--- src/rtl/led_ctrl_mmio.sv ---
// Memory-mapped LED controller: atomic SET/CLR/TOG updates, per-bit blink,
// global PWM dimming and registered readback on the CPU data bus.
module led_ctrl_mmio #(
  parameter int LED_W   = 24,
  parameter int ADDR_W  = 14,
  parameter int BLINK_W = 24,
  parameter int PWM_W   = 8
) (
  input  logic              clk,
  input  logic              rst_n,
  input  logic [ADDR_W-1:0] addr,
  input  logic [31:0]       wdata,
  input  logic              wr_en,
  input  logic              rd_en,
  output logic [31:0]       rdata,
  output logic              rd_valid,
  output logic [LED_W-1:0]  led
);

  typedef enum logic [2:0] {
    A_DATA  = 3'd0,
    A_SET   = 3'd1,
    A_CLR   = 3'd2,
    A_TOG   = 3'd3,
    A_BMASK = 3'd4,
    A_BPER  = 3'd5,
    A_DUTY  = 3'd6,
    A_STAT  = 3'd7
  } reg_idx_t;

  reg_idx_t           idx;
  logic [LED_W-1:0]   wd_led;
  logic [BLINK_W-1:0] wd_blink;
  logic [PWM_W-1:0]   wd_pwm;

  logic [LED_W-1:0]   data;
  logic [LED_W-1:0]   bmask;
  logic [BLINK_W-1:0] bper;
  logic [PWM_W-1:0]   duty;
  logic [BLINK_W-1:0] blink_cnt;
  logic [PWM_W-1:0]   pwm_cnt;
  logic               phase;
  logic               pwm_on;
  logic               bper_wr;
  logic [31:0]        rd_mux;

  // Upper address bits and unused wdata bits are decoded elsewhere or ignored.
  logic unused_bits;
  assign unused_bits = ^{addr[ADDR_W-1:3], wdata};

  assign idx      = reg_idx_t'(addr[2:0]);
  assign wd_led   = wdata[LED_W-1:0];
  assign wd_blink = wdata[BLINK_W-1:0];
  assign wd_pwm   = wdata[PWM_W-1:0];
  assign bper_wr  = wr_en && (idx == A_BPER);
  assign pwm_on   = (duty == '1) || (pwm_cnt < duty);

  // NOTE: state registers use non-blocking assignments so every block samples
  // pre-edge values; blocking here would leak new values into sibling blocks.
  always_ff @(posedge clk or negedge rst_n) begin
    if (!rst_n) begin
      data  <= '0;
      bmask <= '0;
      bper  <= '0;
      duty  <= '1;
    end else if (wr_en) begin
      case (idx)
        A_DATA:  data  <= wd_led;
        A_SET:   data  <= data | wd_led;
        A_CLR:   data  <= data & ~wd_led;
        A_TOG:   data  <= data ^ wd_led;
        A_BMASK: bmask <= wd_led;
        A_BPER:  bper  <= wd_blink;
        A_DUTY:  duty  <= wd_pwm;
        default: ;
      endcase
    end
  end

  // Blink phase restarts high whenever the half-period is rewritten.
  always_ff @(posedge clk or negedge rst_n) begin
    if (!rst_n) begin
      blink_cnt <= '0;
      phase     <= 1'b1;
    end else if (bper_wr || (bper == '0)) begin
      blink_cnt <= '0;
      phase     <= 1'b1;
    end else if (blink_cnt == bper - BLINK_W'(1)) begin
      blink_cnt <= '0;
      phase     <= ~phase;
    end else begin
      blink_cnt <= blink_cnt + BLINK_W'(1);
    end
  end

  always_ff @(posedge clk or negedge rst_n) begin
    if (!rst_n) begin
      pwm_cnt <= '0;
      led     <= '0;
    end else begin
      pwm_cnt <= pwm_cnt + PWM_W'(1);
      led     <= pwm_on ? (data & ~(bmask & {LED_W{~phase}})) : '0;
    end
  end

  // NOTE: every signal driven in always_comb gets a default first; a missed
  // case arm would otherwise infer a latch.
  always_comb begin
    rd_mux = '0;
    case (idx)
      A_DATA:  rd_mux = 32'(data);
      A_BMASK: rd_mux = 32'(bmask);
      A_BPER:  rd_mux = 32'(bper);
      A_DUTY:  rd_mux = 32'(duty);
      A_STAT:  rd_mux = {30'b0, pwm_on, phase};
      default: rd_mux = '0;
    endcase
  end

  // Reads sample pre-edge registers, so a same-cycle write is not yet visible.
  always_ff @(posedge clk or negedge rst_n) begin
    if (!rst_n) begin
      rdata    <= '0;
      rd_valid <= 1'b0;
    end else begin
      rd_valid <= rd_en;
      if (rd_en) rdata <= rd_mux;
    end
  end

endmodule

--- config.mk ---
export PLATFORM = sky130hd
export DESIGN_NAME = led_ctrl_mmio
export DESIGN_NICKNAME = d
export VERILOG_FILES = /design/src/rtl/led_ctrl_mmio.sv
export SDC_FILE = /design/constraint.sdc
export NUM_CORES = 1
export LEC_CHECK = 0
export BUFFER_PORTS_ARGS = -buffer_cell sky130_fd_sc_hd__buf_2
export CORE_ASPECT_RATIO = 0.5
export CORE_MARGIN = 4
export CORE_UTILIZATION = 25
export DETAILED_ROUTE_END_ITERATION = 8
export GPL_ROUTABILITY_DRIVEN = 0
export MAX_ROUTING_LAYER = met4
export SETUP_SLACK_MARGIN = 0.3
export SYNTH_ARGS = -nofsm -noshare
export SYNTH_HDL_FRONTEND = slang
export SYNTH_SLANG_ARGS = --single-unit
--- constraint.sdc ---
create_clock -name clk -period 3.65 [get_ports clk]
set_input_delay 0.5475 -clock clk [delete_from_list [all_inputs] [get_ports clk]]
set_output_delay 0.5475 -clock clk [all_outputs]
set_load 0.03 [all_outputs]
==> results of run 1 <==
cells by family after synthesis:
| group | count (synthesis) | synth area share |
|---|---|---|
| AO/OA/AOI/OAI | 178 | 0.126 |
| XOR/XNOR | 53 | 0.0487 |
| adder cells (fa/ha/maj) | 58 | 0.0762 |
| buffers and inverters | 162 | 0.0734 |
| flip-flops | 162 | 0.427 |
| multiplexers | 75 | 0.114 |
| other | 1 | 0.000394 |
| AND/OR/NAND/NOR | 235 | 0.135 |
sequential cells by signal (all words and copies together) (netlist names):
register / cells
rdata: 24
bper: 24
duty: 8
data: 24
phase: 1
led: 24
pwm_cnt: 8
blink_cnt: 24
bmask: 24
rd_valid: 1
power by group through the flow:
stage / combinational, mW / sequential (mW) / clock, mW
2_1_floorplan: 0.942 / 2.46 / 0
3_3_place_gp: 1.38 / 2.44 / 0
3_5_place_dp: 1.40 / 2.44 / 0
4_1_cts: 1.41 / 2.41 / 1.75
5_1_grt: 1.57 / 2.46 / 1.82
6_report: 1.40 / 2.41 / 1.71
cell type report:
cell class	instances	area, um2
Antenna cell	1	2.50
Clock buffer	18	439
Clock inverter	14	119
Fill cell	3878	26500
Inverter	91	342
Multi-Input combinational cell	607	4800
Sequential cell	162	4070
Tap cell	494	618
Timing Repair Buffer	96	542
metal layers:
| metal | wire length (um) | global-route usage |
|---|---|---|
| met2 | 11800 | 0.198 |
| met1 | 11200 | 0.158 |
| met5 | 0 | - |
| met4 | 290 | 0.0330 |
| met3 | 688 | 0.0189 |
worst paths after layout:
path                            start  slack [ps]  cells after the start          to
setup / recovery              bper[0]         790                     10       phase
hold / removal                  rst_n         110                      1      led[2]
setup reg to reg              bper[0]         790                     10       phase
hold reg to reg            pwm_cnt[7]         480                      1  pwm_cnt[7]
max in group asynchronous       rst_n        2610                      2   rdata[18]
min in group clk                rd_en         270                      1    rd_valid
layout by cell type, fill, tap and decap left out, types with 3 or more instances in the layout:
cell type,synthesis,final
nor3b_1,4,4
nand3_1,17,17
nor2_1,47,47
o21ai_0,57,57
and4_1,4,4
mux2_2,25,25
and2_1,3,3
a21o_1,3,3
dfrtp_1,153,153
nand4_1,12,12
a221oi_1,24,24
clkinvlp_4,0,3
conb_1,1,8
inv_6,0,5
buf_2,4,78
or4_1,3,3
o22a_1,4,4
nor3_2,21,21
nand2_1,76,76
inv_8,0,3
clkbuf_16,0,17
ha_1,58,58
xor2_1,20,20
nand2b_1,7,7
nor4b_1,3,3
mux2i_1,26,26
xnor2_1,33,33
nor4_1,6,6
and3_1,6,6
buf_4,10,16
o2bb2ai_1,23,23
mux4_2,24,24
nor3_1,10,10
inv_1,91,91
a21oi_1,37,37
dfstp_2,9,9
stage by stage:
step                      std cells   util  setup slack [ps]
after global routing           1483  0.292               548
after global placement         1450  0.277               854
final                          1483  0.292               792
after detailed placement       1450  0.277               833
after CTS                      1482  0.291               799
after floorplan                 931      -               996
worst reg2reg max path, stage by stage (launching register included):
cell      delay [ps]
dfrtp_1          580
inv_1             90
ha_1             340
nor4b_1          200
and4_1           270
or4_1            410
o2111a_1         130
a21oi_1          110
and4_1           220
buf_4            200
mux2i_1          230
==> metrics.txt, run 1 <==
# TYPE chip_impl_metric gauge
chip_impl_info{name="status",value="completed"} 1
chip_impl_metric{name="final_area",unit="um2"} 10900
chip_impl_metric{name="design_power_total",unit="mW"} 5.53
chip_impl_metric{name="place.port_buffers",unit=""} 79
chip_impl_metric{name="cp_slowest_stage_delay",unit="ps"} 580
chip_impl_metric{name="power.switching_fraction",unit=""} 0.352
chip_impl_metric{name="count_of_final_max_slew_check_failures",unit=""} 0
chip_impl_metric{name="hold_violations",unit=""} 0
chip_impl_metric{name="placedInstanceArea",unit="um2"} 10400
chip_impl_info{name="crit_path_top_delay_cell",value="dfrtp_1"} 1
chip_impl_metric{name="cts_inserted_buffers",unit=""} 17
chip_impl_info{name="root_buffer",value="clkbuf_16"} 1
chip_impl_metric{name="summed_negative_setup_slack_over_all_endpoints",unit="ps"} 0
chip_impl_info{name="tritoncts",value="built"} 1
chip_impl_metric{name="grt_start_max_net_pins",unit=""} 80
chip_impl_metric{name="postCtsSetupRepairBufs",unit=""} 0
chip_impl_metric{name="post-dp-hpwl",unit="mm"} 16.9
chip_impl_metric{name="share_of_power_burned_in_registers",unit=""} 0.436
chip_impl_metric{name="chipHeight",unit="um"} 146
chip_impl_info{name="holdCritPathClass",value="input port to async pin"} 1
chip_impl_metric{name="globalRoute.totalOverflow",unit=""} 0
chip_impl_info{name="critical_path_class",value="flip-flop to flip-flop"} 1
chip_impl_metric{name="yosys_register_bits",unit=""} 162
chip_impl_metric{name="comb_power_share",unit=""} 0.254
chip_impl_info{name="setup.worst_path.start_class",value="flip-flop"} 1
chip_impl_metric{name="wirelength",unit="mm"} 24.0
chip_impl_metric{name="min_period_over_period",unit=""} 0.783
chip_impl_info{name="grt_setup_unrepaired",value="no"} 1
chip_impl_metric{name="syn_area_per_cell",unit="um2"} 10.3
chip_impl_metric{name="worst_ep_arrival_time",unit="ps"} 3210
chip_impl_metric{name="grt_pass1_wl",unit="mm"} 39.5
chip_impl_metric{name="core_area",unit="um2"} 37500
chip_impl_metric{name="detailroute.via_count",unit=""} 6978
chip_impl_metric{name="drt-initial-drc-count",unit=""} 485
chip_impl_metric{name="maxCapViolations",unit=""} 0
chip_impl_metric{name="syn2layout_area_growth",unit="%"} 14.6
chip_impl_metric{name="effective_utilization_at_floorplan",unit=""} 0.254
chip_impl_metric{name="ctsLongestPathBuffers",unit=""} 2
chip_impl_metric{name="cts_num_sinks",unit=""} 162
chip_impl_metric{name="setup_violations",unit=""} 0
chip_impl_info{name="synth_top_flop_cell",value="dfrtp_1"} 1
chip_impl_info{name="yosys_top_cell_by_area",value="dfrtp_1"} 1
chip_impl_info{name="cpMostUsedCell",value="and4_1"} 1
chip_impl_metric{name="ctsHtreeMaxLevel",unit=""} 4
chip_impl_metric{name="cts.repair.resized",unit=""} 0
chip_impl_metric{name="ant_nets",unit=""} 0
chip_impl_metric{name="max-slew-margin-rel",unit=""} 0.304
chip_impl_metric{name="timing.clock.skew",unit="ps"} 10.4
chip_impl_metric{name="timing.hold.ws",unit="ps"} 110
chip_impl_metric{name="tightestPinTransition",unit="ps"} 1040
chip_impl_metric{name="cts.reportedPaths.clkPinSlew",unit="ps"} 70
chip_impl_metric{name="final_routed_wire_length_divided_by_cell_count",unit="um"} 16.2
chip_impl_metric{name="synthDistinctLibCells",unit=""} 68
chip_impl_metric{name="synthCells",unit=""} 924
chip_impl_metric{name="vias_per_cell",unit=""} 4.71
chip_impl_metric{name="cp_num_buf_inv",unit=""} 2
chip_impl_metric{name="floorplan.io_pins",unit=""} 107
chip_impl_metric{name="drc",unit=""} 0
chip_impl_metric{name="synthArstFlopShare",unit=""} 1.00
chip_impl_metric{name="finalCriticalPeriod",unit="ps"} 2860
chip_impl_metric{name="synth-edff-count",unit=""} 0
chip_impl_info{name="path_cells",value="inv_1, ha_1, nor4b_1, and4_1, or4_1, o2111a_1, a21oi_1, and4_1, buf_4, mux2i_1"} 1
chip_impl_metric{name="grt_pass1_vias",unit=""} 7021
chip_impl_info{name="yosys-top-cells-count",value="dfrtp_1, inv_1, nand2_1"} 1
chip_impl_metric{name="grt_antenna_before_repair",unit=""} 1
chip_impl_metric{name="power.leakage",unit="nW"} 4.99
chip_impl_metric{name="floorplan.die_area",unit="um2"} 41500
chip_impl_metric{name="num-nets-final",unit=""} 1083
chip_impl_metric{name="pwr_density_cell",unit="nW/um2"} 506
chip_impl_metric{name="worst_ep_required_time",unit="ps"} 4000
chip_impl_metric{name="worst_skew_pair.late_latency",unit="ps"} 430
chip_impl_metric{name="yosysTopAreaCellShare",unit=""} 0.402
chip_impl_metric{name="worstPathMaxFanout",unit=""} 10
chip_impl_metric{name="postCtsHoldBufs",unit=""} 0
chip_impl_info{name="cell_type_group_with_the_largest_total_delay_on_the_critical_path",value="simple AND/OR/NAND/NOR gates"} 1
chip_impl_metric{name="detailedRoute.firstPassIterationCount",unit=""} 5
chip_impl_info{name="yosys-top-cells-area",value="dfrtp_1, ha_1, mux4_2"} 1
chip_impl_metric{name="synth_seq_area_share",unit=""} 0.427
chip_impl_metric{name="pwr-share-clk",unit=""} 0.310
chip_impl_metric{name="net-switching-power",unit="mW"} 1.95
chip_impl_metric{name="drive_above_1_share",unit=""} 0.221
chip_impl_metric{name="yosys_warnings",unit=""} 0
chip_impl_metric{name="cell_internal_pwr",unit="mW"} 3.58
chip_impl_metric{name="placementRows",unit=""} 50
chip_impl_info{name="sort_of_element_at_the_end_of_the_critical_path",value="flip-flop"} 1
chip_impl_info{name="cell_with_the_most_instances_after_synthesis",value="dfrtp_1"} 1
chip_impl_metric{name="timing.fmax",unit="MHz"} 350
chip_impl_metric{name="synthesis.area",unit="um2"} 9530
chip_impl_metric{name="width_of_the_die",unit="um"} 284
chip_impl_metric{name="grt_util_all_layers",unit=""} 0.121
chip_impl_metric{name="max-vdd-ir-drop",unit="mV"} 0.329
No activity file was read; power rests on OpenSTA's default activity.
==> run 2, diff against run 1 <==
--- a/config.mk
+++ b/config.mk
@@ -5,6 +5,7 @@
 export SDC_FILE = /design/constraint.sdc
 export NUM_CORES = 1
 export LEC_CHECK = 0
+export ABC_AREA = 1
 export BUFFER_PORTS_ARGS = -buffer_cell sky130_fd_sc_hd__buf_2
 export CORE_ASPECT_RATIO = 0.5
 export CORE_MARGIN = 4
==> constraint.sdc (replaced) <==
create_clock -name clk -period 2.35 [get_ports clk]
set_input_delay 0.3525 -clock clk [delete_from_list [all_inputs] [get_ports clk]]
set_output_delay 0.3525 -clock clk [all_outputs]
set_load 0.03 [all_outputs]
==> metrics.txt, run 2 <==
# TYPE chip_impl_metric gauge
chip_impl_info{name="status",value="completed"} 1
chip_impl_info{name="yosys_top_cell_by_area",value="dfrtp_1"} 1
chip_impl_metric{name="worst_ep_arrival_time",unit="ps"} 2600
chip_impl_info{name="tritoncts",value="built"} 1
chip_impl_metric{name="wirelength",unit="mm"} 27.7
chip_impl_metric{name="drive_above_1_share",unit=""} 0.231
chip_impl_metric{name="power.switching_fraction",unit=""} 0.364
chip_impl_metric{name="synth-edff-count",unit=""} 0
chip_impl_info{name="yosys-top-cells-count",value="nand2_1, dfrtp_1, o21ai_0"} 1
chip_impl_metric{name="grt_pass1_wl",unit="mm"} 43.7
chip_impl_metric{name="pwr_density_cell",unit="nW/um2"} 791
chip_impl_info{name="route.top_layer_used",value="met4"} 1
chip_impl_metric{name="count_of_final_max_slew_check_failures",unit=""} 0
chip_impl_metric{name="num-nets-final",unit=""} 1379
chip_impl_metric{name="grt_start_max_net_pins",unit=""} 49
chip_impl_info{name="grt_setup_unrepaired",value="yes"} 1
chip_impl_metric{name="pwr-share-clk",unit=""} 0.309
chip_impl_metric{name="finish.utilization",unit=""} 0.325
chip_impl_metric{name="detailedRoute.firstPassIterationCount",unit=""} 5
chip_impl_metric{name="vias_per_cell",unit=""} 4.63
chip_impl_info{name="crit_path_top_delay_cell",value="dfrtp_2"} 1
chip_impl_metric{name="share_of_power_burned_in_registers",unit=""} 0.391
chip_impl_metric{name="synth_seq_area_share",unit=""} 0.439
chip_impl_metric{name="final_routed_wire_length_divided_by_cell_count",unit="um"} 15.7
chip_impl_metric{name="finalCriticalPeriod",unit="ps"} 2240
chip_impl_metric{name="grt_pass1_vias",unit=""} 7996
chip_impl_metric{name="maxCapViolations",unit=""} 0
chip_impl_metric{name="met3RoutedLength",unit="mm"} 1.44
chip_impl_metric{name="floorplan.io_pins",unit=""} 107
chip_impl_info{name="sort_of_element_at_the_end_of_the_critical_path",value="flip-flop"} 1
chip_impl_metric{name="ant_nets",unit=""} 0
chip_impl_metric{name="width_of_the_die",unit="um"} 280
chip_impl_metric{name="net-switching-power",unit="mW"} 3.39
chip_impl_metric{name="effective_utilization_at_floorplan",unit=""} 0.256
chip_impl_info{name="critical_path_class",value="flip-flop to flip-flop"} 1
chip_impl_metric{name="synthCells",unit=""} 1137
chip_impl_metric{name="setup_violations",unit=""} 0
chip_impl_metric{name="placementRows",unit=""} 49
chip_impl_metric{name="detailroute.via_count",unit=""} 8196
chip_impl_metric{name="floorplan.die_area",unit="um2"} 40400
chip_impl_metric{name="layoutNonFillerInstCount",unit=""} 1770
chip_impl_info{name="holdCritPathClass",value="input port to flip-flop"} 1
chip_impl_metric{name="cts_inserted_buffers",unit=""} 17
chip_impl_info{name="layout.cells.most_common_list",value="nand2_1, dfrtp_1, o21ai_0"} 1
chip_impl_metric{name="yosys_register_bits",unit=""} 162
chip_impl_metric{name="cp_slowest_stage_delay",unit="ps"} 460
chip_impl_metric{name="ctsLongestPathBuffers",unit=""} 2
chip_impl_metric{name="yosys_warnings",unit=""} 0
chip_impl_info{name="path_cells",value="nor2_2, nand2_2, nor2_4, buf_4, bufbuf_16, nand3_1, nand2_1, nand3_1, nand2_1, nor2_2, nand2_2, o21ai_4, buf_6, buf_12, nor2_1"} 1
chip_impl_metric{name="drc",unit=""} 0
chip_impl_metric{name="yosysTopAreaCellShare",unit=""} 0.414
chip_impl_metric{name="place.port_buffers",unit=""} 79
chip_impl_metric{name="comb_power_share",unit=""} 0.300
chip_impl_metric{name="hold_violations",unit=""} 0
chip_impl_metric{name="max-vdd-ir-drop",unit="mV"} 0.426
chip_impl_metric{name="worst_ep_required_time",unit="ps"} 2710
chip_impl_metric{name="post-dp-hpwl",unit="mm"} 19.8
chip_impl_metric{name="min_period_over_period",unit=""} 0.954
chip_impl_metric{name="tightestPinTransition",unit="ps"} 517
chip_impl_metric{name="detailroute.wirelength.met2",unit="mm"} 13.4
chip_impl_metric{name="routed_metal_1_wire_length",unit="mm"} 12.5
chip_impl_metric{name="core_area",unit="um2"} 36200
chip_impl_metric{name="ctsHtreeMaxLevel",unit=""} 4
chip_impl_metric{name="max-slew-margin-rel",unit=""} 0.652
chip_impl_metric{name="timing.clock.skew",unit="ps"} 10.2
chip_impl_metric{name="cell_internal_pwr",unit="mW"} 5.93
chip_impl_metric{name="syn2layout_area_growth",unit="%"} 27.2
chip_impl_info{name="final_common_cell",value="nand2_1"} 1
chip_impl_metric{name="timing.hold.ws",unit="ps"} 165
chip_impl_metric{name="dp.cells",unit=""} 1698
chip_impl_metric{name="globalRoute.totalOverflow",unit=""} 0
chip_impl_metric{name="cts.reportedPaths.clkPinSlew",unit="ps"} 70
chip_impl_metric{name="synthDistinctLibCells",unit=""} 34
chip_impl_metric{name="timing.fmax",unit="MHz"} 446
chip_impl_metric{name="grt_util_all_layers",unit=""} 0.142
chip_impl_metric{name="syn_area_per_cell",unit="um2"} 8.14
chip_impl_metric{name="drt-initial-drc-count",unit=""} 651
chip_impl_metric{name="synthArstFlopShare",unit=""} 1.00
chip_impl_metric{name="cts_num_sinks",unit=""} 162
chip_impl_info{name="setup.worst_path.start_class",value="flip-flop"} 1
chip_impl_metric{name="worst_skew_pair.late_latency",unit="ps"} 440
chip_impl_info{name="yosys-top-cells-area",value="dfrtp_1, nand2_1, ha_1"} 1
chip_impl_metric{name="power.leakage",unit="nW"} 5.48
chip_impl_info{name="root_buffer",value="clkbuf_16"} 1
chip_impl_info{name="synth_top_flop_cell",value="dfrtp_1"} 1
chip_impl_metric{name="chipHeight",unit="um"} 144
chip_impl_metric{name="worstPathMaxFanout",unit=""} 12
chip_impl_metric{name="synthesis.area",unit="um2"} 9260
chip_impl_metric{name="grt_antenna_before_repair",unit=""} 2
chip_impl_info{name="cell_with_the_most_instances_after_synthesis",value="nand2_1"} 1
## run 2: final timing paths
kind / startpoint / to / slack (ps) / depth (start not counted)
max: bper[6] / blink_cnt[18] / 110 / 15
min: rd_en / rd_valid / 160 / 1
max reg2reg: bper[6] / blink_cnt[18] / 110 / 15
min reg2reg: bmask[18] / led[18] / 480 / 1
max in group asynchronous: rst_n / duty[6] / 1210 / 3
min in group asynchronous: rst_n / led[14] / 410 / 2
## run 2: area by class of cell
type | count | area, um2
Antenna cell | 2 | 5.00
Clock buffer | 19 | 433
Clock inverter | 13 | 168
Fill cell | 3753 | 24500
Inverter | 128 | 480
Multi-Input combinational cell | 801 | 4810
Sequential cell | 162 | 4080
Tap cell | 484 | 606
Timing Repair Buffer | 161 | 1190
## run 2: through the flow
stage	total power, mW	instance area, um2	TNS [ps]	worst slack (ps)
final	9.32	11800	0	109
after global routing	9.86	11800	-481	-25.8
after CTS	9.12	11500	0	134
after detailed placement	5.98	10500	0	53.0
after global placement	5.95	10500	0	89.1
after floorplan	5.15	9290	0	328
## run 2: power by group through the flow
stage               registers [mW]  clock network, mW  logic, mW
global route                  3.71               3.05       3.11
CTS                           3.63               2.93       2.57
finish                        3.65               2.88       2.80
global placement              3.66                  0       2.28
detailed placement            3.67                  0       2.31
floorplan                     3.83                  0       1.32
## run 2: metal layers
metal,up-vias,track usage
li1,4021,-
met1,3951,0.176
met2,197,0.238
met3,27,0.0292
met4,0,0.0402
met5,-,-
## run 2: logic make-up after synthesis
kind of cell,after synthesis,share of synthesized area
adder cells (fa/ha/maj),58,0.0784
AO/OA/AOI/OAI,236,0.155
XOR/XNOR,42,0.0397
AND/OR/NAND/NOR,456,0.208
flip-flops,162,0.439
buffers and inverters,182,0.0796
other,1,0.000405
## run 2: timing repair
action | 4_1_cts | 5_1_grt
hold buffers | 1 | 0
resized for setup | 42 | 48
endpoints found under the setup margin | 49 | 50
gates cloned | 4 | 0
pin swaps | 16 | 17
setup buffers | 22 | 11
endpoints found under the hold margin | 39 | 0
## run 2: worst max-delay path: cells and delay by family (launching register included)
kind            cells  cell delay, ps
flops               1             460
compound gates      1              90
buf+inv             4             630
simple gates       10             980
